File: src/rtl/apb_pkg.sv
// Shared types and defaults for the parametrised APB4 bridge master.
// Latency: n/a (types and constants only).
// Backpressure: n/a.
package apb_pkg;

    typedef enum logic [1:0] {
        IDLE   = 2'd0,
        SETUP  = 2'd1,
        ACCESS = 2'd2,
        DECERR = 2'd3
    } apb_state_e;

    localparam logic [31:0] APB_BASE_ADDR = 32'h1000_0000;
    localparam int          APB_SLOT_BITS = 12;

    // Width of a slave index; never narrower than one bit so a single-slave
    // build still has a legal vector.
    function automatic int idx_width(input int n);
        return (n > 1) ? $clog2(n) : 1;
    endfunction

endpackage

File: src/rtl/apb_master_n_if.sv
// Bundle of the request side and the APB side of the bridge.
// Latency: n/a (wires only).
// Backpressure: none here; the bridge itself stalls on PREADY.
// Ports: request (transfer/write/addr/wdata/strb -> ready/rdata/error) and
// APB (PADDR/PWRITE/PENABLE/PWDATA/PSTRB/PSEL -> PRDATA/PREADY/PSLVERR).
interface apb_master_n_if #(
    parameter int NUM_SLAVES = 5,
    parameter int ADDR_W     = 32,
    parameter int DATA_W     = 32
) ();
    // APB side
    logic [ADDR_W-1:0]            PADDR;
    logic                         PWRITE;
    logic                         PENABLE;
    logic [DATA_W-1:0]            PWDATA;
    logic [DATA_W/8-1:0]          PSTRB;
    logic [NUM_SLAVES-1:0]        PSEL;
    logic [NUM_SLAVES*DATA_W-1:0] PRDATA;
    logic [NUM_SLAVES-1:0]        PREADY;
    logic [NUM_SLAVES-1:0]        PSLVERR;
    // Request side
    logic                         transfer;
    logic                         write;
    logic [ADDR_W-1:0]            addr;
    logic [DATA_W-1:0]            wdata;
    logic [DATA_W/8-1:0]          strb;
    logic                         ready;
    logic [DATA_W-1:0]            rdata;
    logic                         error;

    modport master (
        output PADDR, PWRITE, PENABLE, PWDATA, PSTRB, PSEL,
        input  PRDATA, PREADY, PSLVERR,
        input  transfer, write, addr, wdata, strb,
        output ready, rdata, error
    );

    modport slave (
        input  PADDR, PWRITE, PENABLE, PWDATA, PSTRB, PSEL,
        output PRDATA, PREADY, PSLVERR,
        output transfer, write, addr, wdata, strb,
        input  ready, rdata, error
    );
endinterface

File: src/rtl/apb_addr_decoder.sv
// Regular address map decoder: slave i owns [BASE + i*2^SLOT_BITS, +2^SLOT_BITS).
// Latency: combinational.
// Backpressure: none; en low forces hit/idx/sel to zero.
// Ports: addr, en in; hit, idx (binary), sel (one-hot) out.
module apb_addr_decoder
    import apb_pkg::*;
#(
    parameter int                NUM_SLAVES = 5,
    parameter int                ADDR_W     = 32,
    parameter logic [ADDR_W-1:0] BASE_ADDR  = ADDR_W'(APB_BASE_ADDR),
    parameter int                SLOT_BITS  = APB_SLOT_BITS
) (
    input  logic [ADDR_W-1:0]                addr,
    input  logic                             en,
    output logic                             hit,
    output logic [idx_width(NUM_SLAVES)-1:0] idx,
    output logic [NUM_SLAVES-1:0]            sel
);
    localparam int IDX_W = idx_width(NUM_SLAVES);

    logic [ADDR_W-1:0] offset;
    logic [ADDR_W-1:0] slot;

    always_comb begin
        // Unsigned wrap below BASE_ADDR is caught by the explicit compare.
        offset = addr - BASE_ADDR;
        slot   = offset >> SLOT_BITS;
        hit    = en && (addr >= BASE_ADDR) && (slot < ADDR_W'(NUM_SLAVES));
        idx    = '0;
        sel    = '0;
        if (hit) begin
            idx = slot[IDX_W-1:0];
            sel = NUM_SLAVES'(1) << idx;
        end
    end
endmodule

File: src/rtl/apb_master_n.sv
// APB4 bridge master: one-shot requests -> SETUP/ACCESS on one of N slaves.
// Latency: mapped ready at cycle 2+W after accept, unmapped ready at cycle 1.
// Backpressure: ACCESS stalls on PREADY; transfer only sampled in IDLE.
// Ports: PCLK, PRESET (async, active-high), bus (apb_master_n_if.master).
// Optional: define APB_TIMEOUT_EN to abort ACCESS after TIMEOUT wait cycles.
module apb_master_n
    import apb_pkg::*;
#(
    parameter int                NUM_SLAVES = 5,
    parameter int                ADDR_W     = 32,
    parameter int                DATA_W     = 32,
    parameter logic [ADDR_W-1:0] BASE_ADDR  = ADDR_W'(APB_BASE_ADDR),
    parameter int                SLOT_BITS  = APB_SLOT_BITS,
    parameter int                TIMEOUT    = 255
) (
    input  logic            PCLK,
    input  logic            PRESET,
    apb_master_n_if.master  bus
);
    localparam int IDX_W = idx_width(NUM_SLAVES);

    if (NUM_SLAVES < 1 || NUM_SLAVES > 16) begin : g_bad_num_slaves
        $error("NUM_SLAVES must be 1..16");
    end
    if (DATA_W % 8 != 0) begin : g_bad_data_w
        $error("DATA_W must be a multiple of 8");
    end
    if (TIMEOUT < 1) begin : g_bad_timeout
        $error("TIMEOUT must be at least 1");
    end

    apb_state_e          state;
    logic [ADDR_W-1:0]   paddr_q;
    logic [DATA_W-1:0]   pwdata_q;
    logic [DATA_W/8-1:0] pstrb_q;
    logic                pwrite_q;

    logic                  live_hit;
    logic [IDX_W-1:0]      live_idx;
    logic [NUM_SLAVES-1:0] live_sel;
    logic                  cap_hit;
    logic [IDX_W-1:0]      cap_idx;
    logic [NUM_SLAVES-1:0] cap_sel;
    logic                  unused_dec;

    logic              sel_rdy;
    logic              sel_err;
    logic [DATA_W-1:0] sel_rdata;
    logic              acc_done;
    logic              timeout_hit;

    // Live address: only decides SETUP vs DECERR at accept time.
    apb_addr_decoder #(
        .NUM_SLAVES(NUM_SLAVES), .ADDR_W(ADDR_W),
        .BASE_ADDR(BASE_ADDR),   .SLOT_BITS(SLOT_BITS)
    ) u_dec_live (
        .addr(bus.addr), .en(state == IDLE),
        .hit(live_hit),  .idx(live_idx), .sel(live_sel)
    );

    // Captured address: drives PSEL and the response mux while a transfer
    // is on the bus; en drops PSEL as soon as the FSM leaves SETUP/ACCESS.
    apb_addr_decoder #(
        .NUM_SLAVES(NUM_SLAVES), .ADDR_W(ADDR_W),
        .BASE_ADDR(BASE_ADDR),   .SLOT_BITS(SLOT_BITS)
    ) u_dec_cap (
        .addr(paddr_q), .en((state == SETUP) || (state == ACCESS)),
        .hit(cap_hit),  .idx(cap_idx), .sel(cap_sel)
    );

    assign unused_dec = ^{live_idx, live_sel};

    assign sel_rdy   = cap_hit & bus.PREADY[cap_idx];
    assign sel_err   = cap_hit & bus.PSLVERR[cap_idx];
    assign sel_rdata = bus.PRDATA[int'(cap_idx)*DATA_W +: DATA_W];

`ifdef APB_TIMEOUT_EN
    localparam int CNT_W = $clog2(TIMEOUT + 1);
    logic [CNT_W-1:0] acc_cnt;
`endif

    always_comb begin
        acc_done    = (state == ACCESS) && sel_rdy;
        timeout_hit = 1'b0;
`ifdef APB_TIMEOUT_EN
        // A PREADY in the timeout cycle still completes normally.
        timeout_hit = (state == ACCESS) && !sel_rdy && (acc_cnt == CNT_W'(TIMEOUT));
`endif
    end

    assign bus.ready   = acc_done | timeout_hit | (state == DECERR);
    assign bus.error   = (acc_done & sel_err) | timeout_hit | (state == DECERR);
    assign bus.rdata   = (acc_done && !pwrite_q) ? sel_rdata : '0;

    assign bus.PADDR   = paddr_q;
    assign bus.PWDATA  = pwdata_q;
    assign bus.PSTRB   = pstrb_q;
    assign bus.PWRITE  = pwrite_q;
    assign bus.PSEL    = cap_sel;
    assign bus.PENABLE = (state == ACCESS);

    always_ff @(posedge PCLK or posedge PRESET) begin
        if (PRESET) begin
            state    <= IDLE;
            paddr_q  <= '0;
            pwdata_q <= '0;
            pstrb_q  <= '0;
            pwrite_q <= 1'b0;
`ifdef APB_TIMEOUT_EN
            acc_cnt  <= '0;
`endif
        end else begin
            case (state)
                IDLE: begin
                    if (bus.transfer) begin
                        paddr_q  <= bus.addr;
                        pwdata_q <= bus.wdata;
                        pwrite_q <= bus.write;
                        pstrb_q  <= bus.write ? bus.strb : '0;
                        state    <= live_hit ? SETUP : DECERR;
`ifdef APB_TIMEOUT_EN
                        acc_cnt  <= '0;
`endif
                    end
                end
                SETUP:   state <= ACCESS;
                ACCESS: begin
                    if (acc_done || timeout_hit) begin
                        state <= IDLE;
                    end
`ifdef APB_TIMEOUT_EN
                    // Never wraps: ACCESS is left once the count hits TIMEOUT.
                    acc_cnt <= acc_cnt + 1'b1;
`endif
                end
                DECERR:  state <= IDLE;
                default: state <= IDLE;
            endcase
        end
    end
endmodule

File: src/flat_wrapper.sv
// flat-port wrapper written by rule: the top's interface ports become plain ports
module apb_master_n_flat import apb_pkg::*;
#(
    parameter int                NUM_SLAVES = 5,
    parameter int                ADDR_W     = 32,
    parameter int                DATA_W     = 32,
    parameter logic [ADDR_W-1:0] BASE_ADDR  = ADDR_W'(APB_BASE_ADDR),
    parameter int                SLOT_BITS  = APB_SLOT_BITS,
    parameter int                TIMEOUT    = 255
)
  (PCLK, PRESET, bus_PADDR, bus_PWRITE, bus_PENABLE, bus_PWDATA, bus_PSTRB, bus_PSEL, bus_PRDATA, bus_PREADY, bus_PSLVERR, bus_transfer, bus_write, bus_addr, bus_wdata, bus_strb, bus_ready, bus_rdata, bus_error);
  apb_master_n_if #(.NUM_SLAVES(NUM_SLAVES), .ADDR_W(ADDR_W), .DATA_W(DATA_W)) bus_i ();
  input  logic PCLK;
  input  logic PRESET;
  output wire logic [$bits(bus_i.PADDR)-1:0] bus_PADDR;
  output wire logic [$bits(bus_i.PWRITE)-1:0] bus_PWRITE;
  output wire logic [$bits(bus_i.PENABLE)-1:0] bus_PENABLE;
  output wire logic [$bits(bus_i.PWDATA)-1:0] bus_PWDATA;
  output wire logic [$bits(bus_i.PSTRB)-1:0] bus_PSTRB;
  output wire logic [$bits(bus_i.PSEL)-1:0] bus_PSEL;
  input wire logic [$bits(bus_i.PRDATA)-1:0] bus_PRDATA;
  input wire logic [$bits(bus_i.PREADY)-1:0] bus_PREADY;
  input wire logic [$bits(bus_i.PSLVERR)-1:0] bus_PSLVERR;
  input wire logic [$bits(bus_i.transfer)-1:0] bus_transfer;
  input wire logic [$bits(bus_i.write)-1:0] bus_write;
  input wire logic [$bits(bus_i.addr)-1:0] bus_addr;
  input wire logic [$bits(bus_i.wdata)-1:0] bus_wdata;
  input wire logic [$bits(bus_i.strb)-1:0] bus_strb;
  output wire logic [$bits(bus_i.ready)-1:0] bus_ready;
  output wire logic [$bits(bus_i.rdata)-1:0] bus_rdata;
  output wire logic [$bits(bus_i.error)-1:0] bus_error;
  assign bus_PADDR = bus_i.PADDR;
  assign bus_PWRITE = bus_i.PWRITE;
  assign bus_PENABLE = bus_i.PENABLE;
  assign bus_PWDATA = bus_i.PWDATA;
  assign bus_PSTRB = bus_i.PSTRB;
  assign bus_PSEL = bus_i.PSEL;
  assign bus_i.PRDATA = bus_PRDATA;
  assign bus_i.PREADY = bus_PREADY;
  assign bus_i.PSLVERR = bus_PSLVERR;
  assign bus_i.transfer = bus_transfer;
  assign bus_i.write = bus_write;
  assign bus_i.addr = bus_addr;
  assign bus_i.wdata = bus_wdata;
  assign bus_i.strb = bus_strb;
  assign bus_ready = bus_i.ready;
  assign bus_rdata = bus_i.rdata;
  assign bus_error = bus_i.error;
  apb_master_n #(.NUM_SLAVES(NUM_SLAVES), .ADDR_W(ADDR_W), .DATA_W(DATA_W), .BASE_ADDR(BASE_ADDR), .SLOT_BITS(SLOT_BITS), .TIMEOUT(TIMEOUT)) u_core (.PCLK(PCLK), .PRESET(PRESET), .bus(bus_i));
endmodule
File: config.mk
export PLATFORM = sky130hd
export DESIGN_NAME = apb_master_n_flat
export DESIGN_NICKNAME = d
export VERILOG_FILES = /design/src/rtl/apb_pkg.sv /design/src/rtl/apb_master_n_if.sv /design/src/rtl/apb_addr_decoder.sv /design/src/rtl/apb_master_n.sv /design/src/flat_wrapper.sv
export SDC_FILE = /design/constraint.sdc
export NUM_CORES = 1
export LEC_CHECK = 0
export CAP_MARGIN = 10
export CORE_ASPECT_RATIO = 0.75
export CORE_MARGIN = 10
export CORE_UTILIZATION = 27
export CTS_CLUSTER_DIAMETER = 200
export DETAILED_ROUTE_END_ITERATION = 10
export PLACE_DENSITY = 0.79
export SYNTH_ARGS = -nofsm -noshare
export SYNTH_HDL_FRONTEND = slang
export SYNTH_HIERARCHICAL = 1
export SYNTH_SLANG_ARGS = --single-unit
File: constraint.sdc
create_clock -name PCLK -period 4.45 [get_ports PCLK]
set_clock_uncertainty 0.2 [all_clocks]
set_input_delay 0.445 -clock PCLK [delete_from_list [all_inputs] [get_ports PCLK]]
set_output_delay 0.445 -clock PCLK [all_outputs]
set_load 0.005 [all_outputs]
# Yosys cells after proc, flatten, opt, wreduce, memory -nomap -nowiden
# Cells that the tools add are included.
[word_totals]
regBits = 71
input_bits = 242
wordCells = 47
out_inout_bits = 109
[classes]
eq_ne = 5
addsub = 2
reduce_logical = 11
bitwise_logic = 5
n_lt_le_gt_ge = 5
muxes = 12
n_shift = 2
[ops]
columns = ["cell", "count"]
rows = [
  ["160-bit by 9-bit indexed part select with 32-bit output", 1],
  ["32-bit by 29-bit greater-or-equal comparator with 1-bit output, second input constant", 2],
  ["32-bit by 29-bit subtractor with 32-bit output, second input constant", 2],
  ["20-bit by 3-bit < comparator with 1-bit output, second input constant", 2],
  ["32-bit 2-to-1 mux", 1],
  ["2-bit case mux with 4 select lines", 1],
  ["1-bit binary-select mux with 3-bit select", 2],
  ["1-bit logical AND", 6],
  ["2-bit 2-to-1 mux", 3],
  ["5-bit 2-to-1 mux", 1],
  ["1-bit by 3-bit << shifter with 5-bit output, first input constant", 1],
  ["2-bit == test, second input constant", 2],
  ["3-bit by 4-bit < comparator with 1-bit output, second input constant", 1],
  ["4-bit 2-to-1 mux", 1],
  ["2-bit AND reduction", 2],
  ["1-bit bitwise AND", 3],
  ["3-bit 2-to-1 mux", 1],
  ["2-bit by 1-bit == test with 1-bit output, second input constant", 1],
  ["2-bit logical NOT", 1],
  ["1-bit 2-to-1 mux", 2],
  ["2-bit by 1-bit inequality test with 1-bit output, second input constant", 1],
  ["2-bit inequality test, second input constant", 1],
  ["1-bit bitwise OR", 2],
  ["1-bit logical NOT", 1],
  ["1-bit logical OR", 1],
]

# Depth between registers and ports, before layout
# Gate-level depths: netlist of the first run.
[depth]
depth_word = 11
ltp_mapped = 11
depth_no_buf = 8

# Hierarchy
# Netlist of the first run, hierarchy kept.
[modules_own_cells]
columns = ["mod", "cells_each", "n_inst", "area_each_um2"]
rows = [
  ["apb_master_n", 314, 1, 4145.2],
  ["apb_addr_decoder", 21, 2, 146.4],
]

# Worst setup path before layout of the first run
# No wires, ideal clock.
[synth_timing]
path_type = "flip-flop to output port"
from = "register u_core.state[1]"
to = "output bus_rdata[10]"
n_path_buf = 1
slack_ns = 0.927
arrival_time_ns = 2.878
stages_incl_launch_ff = 10
required_ns = 3.805
path_cell_list = "dfrtp_1 inv_1 ha_1 nand4_2 nor4_1 clkinv_1 nor3_1 clkbuf_1 a22oi_1 nor2_1"
[synth_via]
elab_chain_len = 11
[synth_lines]
columns = ["element", "line_no", "source"]
rows = [
  ["start: declaration", "apb_master_n.sv:32", "apb_state_e state;"],
  ["start signal: assignment", "apb_master_n.sv:120", "state <= live_hit ? SETUP : DECERR;"],
  ["2-bit by 1-bit == test with 1-bit output / 2-bit == test (equally long branches)", "apb_master_n.sv:67", ".addr(paddr_q), .en((state == SETUP) || (state == ACCESS)),"],
  ["1-bit logical OR *", "apb_master_n.sv:67", ""],
  ["1-bit logical AND * (2 in series)", "apb_addr_decoder.sv:28", "hit = en && (addr >= BASE_ADDR) && (slot < ADDR_W'(NUM_SLAVES));"],
  ["3-bit 2-to-1 mux *", "apb_addr_decoder.sv:31", "if (hit) begin"],
  ["net u_core.cap_idx[2]", "apb_master_n.sv:42", "logic [IDX_W-1:0] cap_idx;"],
  ["parallel branches: the longest is 5 deep, another holds 160-bit by 9-bit indexed part select with 32-bit output", "n/a", ""],
  ["32-bit 2-to-1 mux *", "apb_master_n.sv:93", "assign bus.rdata = (acc_done && !pwrite_q) ? sel_rdata : '0;"],
  ["end: declaration", "flat_wrapper.sv:30", "output wire logic [$bits(bus_i.rdata)-1:0] bus_rdata;"],
]
# Mark *: on every way through the listed nets, which the timed path passes. The select of a mux whose other input is x is not followed.

# Final worst setup path of the first run
[layout_timing]
from = "register u_core.state[1]"
to = "output bus_rdata[5]"
# The elaborated chain is that of the path after synthesis.

==> results of run 1 <==
critical path, delay by kind of cell, from the launching register on:
kind | cells | cell delay [ps]
AOI/OAI and AO/OA | 1 | 290
adders and majority gates | 1 | 330
buffers and inverters | 3 | 840
DFF | 1 | 420
muxes | 1 | 120
and+or+nand+nor | 4 | 1260
cell type report:
class / count / share of cell area (%)
multi-input cells: 244 / 29.8
flip-flops and latches: 71 / 21.1
well taps: 210 / 3.11
repair buffers: 361 / 42.6
inverters: 7 / 0.311
clock buffers: 10 / 2.71
clock inverters: 5 / 0.415
where the power goes:
group / internal, mW / switching [mW]
combinational: 0.214 / 0.0686
sequential: 0.646 / 0
clock: 0.375 / 0.269
stage by stage:
stage	area [um2]	power (mW)	util, %	hold slack (ps)
floorplan	4370	0.706	-	273
global placement	8100	0.935	50.7	270
detailed placement	8100	0.939	50.7	283
CTS	8370	1.59	52.5	295
global route	8440	1.64	52.9	320
finish	8440	1.57	52.9	287
routing by layer:
layer  global-route usage [%]  share of wire, %  up-vias
li1                         -                 -     2032
met1                     21.5                38     2300
met2                     34.0                51      235
met3                     8.38                10       17
met4                     3.76               1.1        4
met5                        0              0.10        -
state kept, by name, indices dropped and copies added, names as in the netlist:
register           cells
u_core/bus.PADDR      32
u_core/bus.PSTRB       4
u_core/state           2
u_core/bus.PWRITE      1
u_core/bus.PWDATA     32
final timing paths:
check,end,slack (ps),cells past startpoint
setup / recovery,bus_rdata[5],230,10
hold / removal,u_core/bus.PSTRB[3]$_DFFE_PP0P_,290,2
setup reg to reg,u_core/state[0]$_DFFE_PP0P_,1480,10
hold reg to reg,u_core/bus.PSTRB[3]$_DFFE_PP0P_,290,2
max in group asynchronous,u_core/bus.PADDR[12]$_DFFE_PP0P_,2690,3
min in group asynchronous,u_core/bus.PADDR[7]$_DFFE_PP0P_,450,2
repair_timing:
| item | CTS | global route |
|---|---|---|
| hold buffers | 0 | 0 |
| setup endpoints to repair | 32 | 32 |
| endpoints found under the hold margin | 0 | 0 |
| buffers inserted | 0 | 2 |
| pin swaps | 0 | 2 |
| gates resized for setup | 1 | 4 |
| cloned | 0 | 3 |
==> run_results.csv, run 1 <==
group,metric,value,unit
global_routing,grt_usage,19.3,%
cts,clk_pin_slew,50,ps
placement,place_inst,888,
sta,slew_viol_final,0,
sta,rsz0062_at_grt,"no",
finish,regArea,1780,um2
finish,antenna_cells,0,
synthesis,ys.warnings.count,6,
sta,post-route-period-util,94.9,%
floorplanning,initial_core_util,27.4,%
floorplanning,fp.coreArea,16000,um2
placement,place_ws,238,ps
finish,fin_nets,941,
setup_path,critPathKind,"reg2out",
cts,cts_max_path_buffers,2,
cts,cts_buffers,9,
outcome,status,"complete, no violations",
sta,fin_tns_setup,0,ps
hold_path,hold_class,"reg2reg",
synthesis,netlist_instances,344,
synthesis,netlist_area,4370,um2
floorplanning,die_width,167,um
floorplanning,dieArea,21700,um2
sta,min_period,4220,ps
setup_path,cp-start-kind,"flip-flop",
global_routing,grt_start_max_net_pins,48,
finish,drive_gt1_share,21.3,%
finish,layout_common_cells,"clkdlybuf4s50_1, dfrtp_1, mux2_2",
floorplanning,dieHeight,130,um
sta,slew_headroom,35.8,%
finish,fill_cells,1389,
cts,htree_levels,3,
global_routing,grt_pass1_wl,32.1,mm
sta,finalSetupViolations,0,
placement,gp_congestion,1.01,
cts,clock-sinks,71,
power,p_per_area,186,nW/um2
power,leakage,3.48,nW
synthesis,synth_area_per_cell,12.7,um2
routing,num_vias,4588,
cts,root_buffer,"clkbuf_16",
setup_path,cp.arrival,3580,ps
finish,multiInputGateArea,2510,um2
synthesis,synth_nets,591,
finish,final_common_cell,"clkdlybuf4s50_1",
power,vdd_drop_max,0.215,mV
sta,setup_ws,226,ps
placement,port-buffer-count,350,
setup_path,worstPathRequired,3810,ps
sta,tightest_slew,961,ps
placement,hpwlAfterDp,18.8,mm
hold_path,worstHoldStart,"u_core/bus.PSTRB[3]$_DFFE_PP0P_",
setup_path,r2r_start,"u_core/state[1]$_DFFE_PP0P_",
setup_path,setup.worst_path.start,"u_core/state[1]$_DFFE_PP0P_",
setup_path,worstPathCellList,"inv_1 -> ha_1 -> nand4_4 -> nor4_4 -> buf_4 -> mux2i_1 -> a22oi_4 -> or4b_4 -> nor2_1 -> clkdlybuf4s50_1",
floorplanning,pin_count,351,
routing,drc,0,
global_routing,antenna_found_initial,2,
routing,first_pass_iters,5,
setup_path,path_max_fanout,9,
setup_path,endpoint_kind,"output pin",
routing,drtIter0Drc,438,
routing,ant_nets,0,
flow_run,cap_violations,0,
routing,wl_per_cell,25.2,um
cts,cts_tree,"done",
setup_path,max_stage_delay,600,ps
global_routing,grt-ovfl-total,0,
cts,clock_latency,330,ps
routing,routed_via_density,5.05,
setup_path,critPathSlowestCell,"or4b_4",
routing,wl,22.9,mm
floorplanning,num_rows,40,
finish,area_delta_synth_final,93.0,%
sta,max_freq,237,MHz
finish,final_cell_count_no_fill,908,
global_routing,grt_pass1_vias,4997,
sta,finalHoldViolations,0,
Power figures use the tool's default switching activity.
==> inputs of run 2 (changes only) <==
- clock period: 4.45 -> 4.1 ns (I/O delays scaled with it)
==> run_results.csv, run 2 (synthesized netlist as in run 1, its figures left out) <==
group,metric,value,unit
flow_run,cap_violations,0,
finish,layout_common_cells,"clkdlybuf4s50_1, dfrtp_1, mux2_2",
floorplanning,pin_count,351,
cts,cts_hold_buf,0,
setup_path,cp.arrival,3420,ps
routing,ant_nets,0,
placement,gp_congestion,0.988,
cts,cts_max_path_buffers,2,
cts,cts_tree,"done",
floorplanning,initial_core_util,27.4,%
sta,setup_ws,71.3,ps
sta,tightest_slew,931,ps
power,p_sw,372,uW
routing,wl_per_cell,24.7,um
global_routing,grt-ovfl-total,0,
sta,rsz0062_at_grt,"yes",
finish,final_common_cell,"clkdlybuf4s50_1",
sta,fin_tns_setup,0,ps
routing,drc,0,
power,clockPowerShare,43.2,%
setup_path,critPathKind,"reg2out",
power,swShare,20.9,%
outcome,status,"complete, no violations",
hold_path,hold_class,"reg2reg",
routing,drtIter0Drc,297,
sta,min_period,4030,ps
floorplanning,dieHeight,130,um
power,share_comb_of_total_power,17.4,%
power,p_per_area,204,nW/um2
routing,routed_via_density,5.00,
cts,htree_levels,3,
finish,fin_util,54.7,%
sta,finalSetupViolations,0,
placement,port-buffer-count,350,
setup_path,rrSetupSlack,1220,ps
sta,max_freq,248,MHz
sta,slew_viol_final,0,
power,leakage,3.71,nW
global_routing,grt_usage,19.6,%
finish,area_delta_synth_final,99.8,%
setup_path,path_max_fanout,8,
setup_path,endpoint_kind,"output pin",
hold_path,worstHoldStart,"u_core/bus.PSTRB[2]$_DFFE_PP0P_",
finish,antenna_cells,0,
placement,hpwlAfterDp,18.6,mm
cts,clock_latency,330,ps
routing,first_pass_iters,5,
global_routing,grt_start_max_net_pins,46,
placement,place_ws,32.9,ps
cts,clock-sinks,71,
cts,cts_buffers,9,
global_routing,grt_pass1_wl,32.5,mm
floorplanning,num_rows,40,
routing,num_vias,4645,
setup_path,rr_endpoint,"u_core/state[0]$_DFFE_PP0P_",
floorplanning,die_width,167,um
setup_path,r2r_start,"u_core/bus.PADDR[21]$_DFFE_PP0P_",
sta,finalHoldViolations,0,
setup_path,cp-start-kind,"flip-flop",
setup_path,worstPathRequired,3490,ps
setup_path,r2r_cells,10,
power,internal_power,1.41,mW
finish,fill_cells,1329,
global_routing,grt_pass1_vias,4970,
sta,post-route-period-util,98.3,%
global_routing,antenna_found_initial,2,
routing,wl,23.0,mm
placement,place_area,8140,um2
finish,drive_gt1_share,26.0,%
floorplanning,dieArea,21700,um2
finish,final_cell_area,8740,um2
hold_path,min_to,"u_core/bus.PSTRB[2]$_DFFE_PP0P_",
power,vdd_drop_max,0.310,mV
power,sequentialPowerShare,39.3,%
cts,root_buffer,"clkbuf_16",
finish,fin_nets,961,
floorplanning,fp.coreArea,16000,um2
cts,clk_pin_slew,60,ps
sta,slew_headroom,37.7,%
hold_path,worst_hold_path.num_cells,2,
==> run 2: worst max-delay path: stages, from the launching register on <==
cell	delay (ps)
dfrtp_1	410
nor4_4	300
nand3_2	110
buf_4	160
nor4_4	230
buf_4	180
mux2i_1	110
a22oi_4	260
or4b_4	620
nor2_1	180
clkdlybuf4s50_1	530
==> run 2: metal layers <==
| layer | wire [um] | GRT usage [%] |
|---|---|---|
| met4 | 317 | 4.59 |
| met3 | 2390 | 8.77 |
| met2 | 11800 | 34.0 |
| met5 | 24 | 0 |
| met1 | 8470 | 21.8 |
==> run 2: power groups by stage <==
stage	sequential (mW)	combinational, mW	clock (mW)
after floorplan	0.714	0.0525	0
after global placement	0.714	0.300	0
after detailed placement	0.714	0.306	0
after CTS	0.701	0.311	0.795
after global routing	0.700	0.329	0.824
final	0.701	0.310	0.770
==> run 2: final cells by class <==
class / instances / area, um2 / area share [%]
sequential: 71 / 1780 / 20.3
clock buffer: 10 / 229 / 2.62
timing repair buffer: 381 / 3780 / 43.2
inverter: 7 / 26.3 / 0.301
tap: 210 / 263 / 3.01
clock inverter: 6 / 68.8 / 0.788
multi-input combinational: 244 / 2600 / 29.7
==> run 2: what timing repair did <==
action | 4_1_cts | 5_1_grt
buffers inserted | 9 | 9
gates cloned | 2 | 1
endpoints found under the hold margin | 0 | 0
gates resized for setup | 11 | 22
pin swaps | 5 | 10
setup endpoints to repair | 33 | 32
==> run 2: how the worst max path moves through the flow <==
stage / start / end / slack, ps / cells past startpoint
2_1_floorplan: u_core/state[1]$_DFFE_PP0P_ / bus_rdata[10] / 610 / 9
3_3_place_gp: u_core/bus.PADDR[20]$_DFFE_PP0P_ / bus_rdata[30] / 200 / 9
3_5_place_dp: u_core/state[0]$_DFFE_PP0P_ / bus_rdata[23] / 30 / 9
4_1_cts: u_core/state[0]$_DFFE_PP0P_ / bus_rdata[4] / 20 / 10
5_1_grt: u_core/state[0]$_DFFE_PP0P_ / bus_rdata[10] / -50 / 10
6_report: u_core/bus.PADDR[21]$_DFFE_PP0P_ / bus_rdata[10] / 70 / 10
==> run 2: stage by stage <==
stage	power (mW)	instances	hold WS, ps
2_1_floorplan	0.766	344	273
3_3_place_gp	1.01	892	268
3_5_place_dp	1.02	892	275
4_1_cts	1.81	919	288
5_1_grt	1.85	929	307
6_report	1.78	929	285
==> inputs of run 3 (changes only) <==
- SLEW_MARGIN: unset -> 20
==> results of run 3 <==
No change in the layout: final DEF, timing and power equal those of run 2.
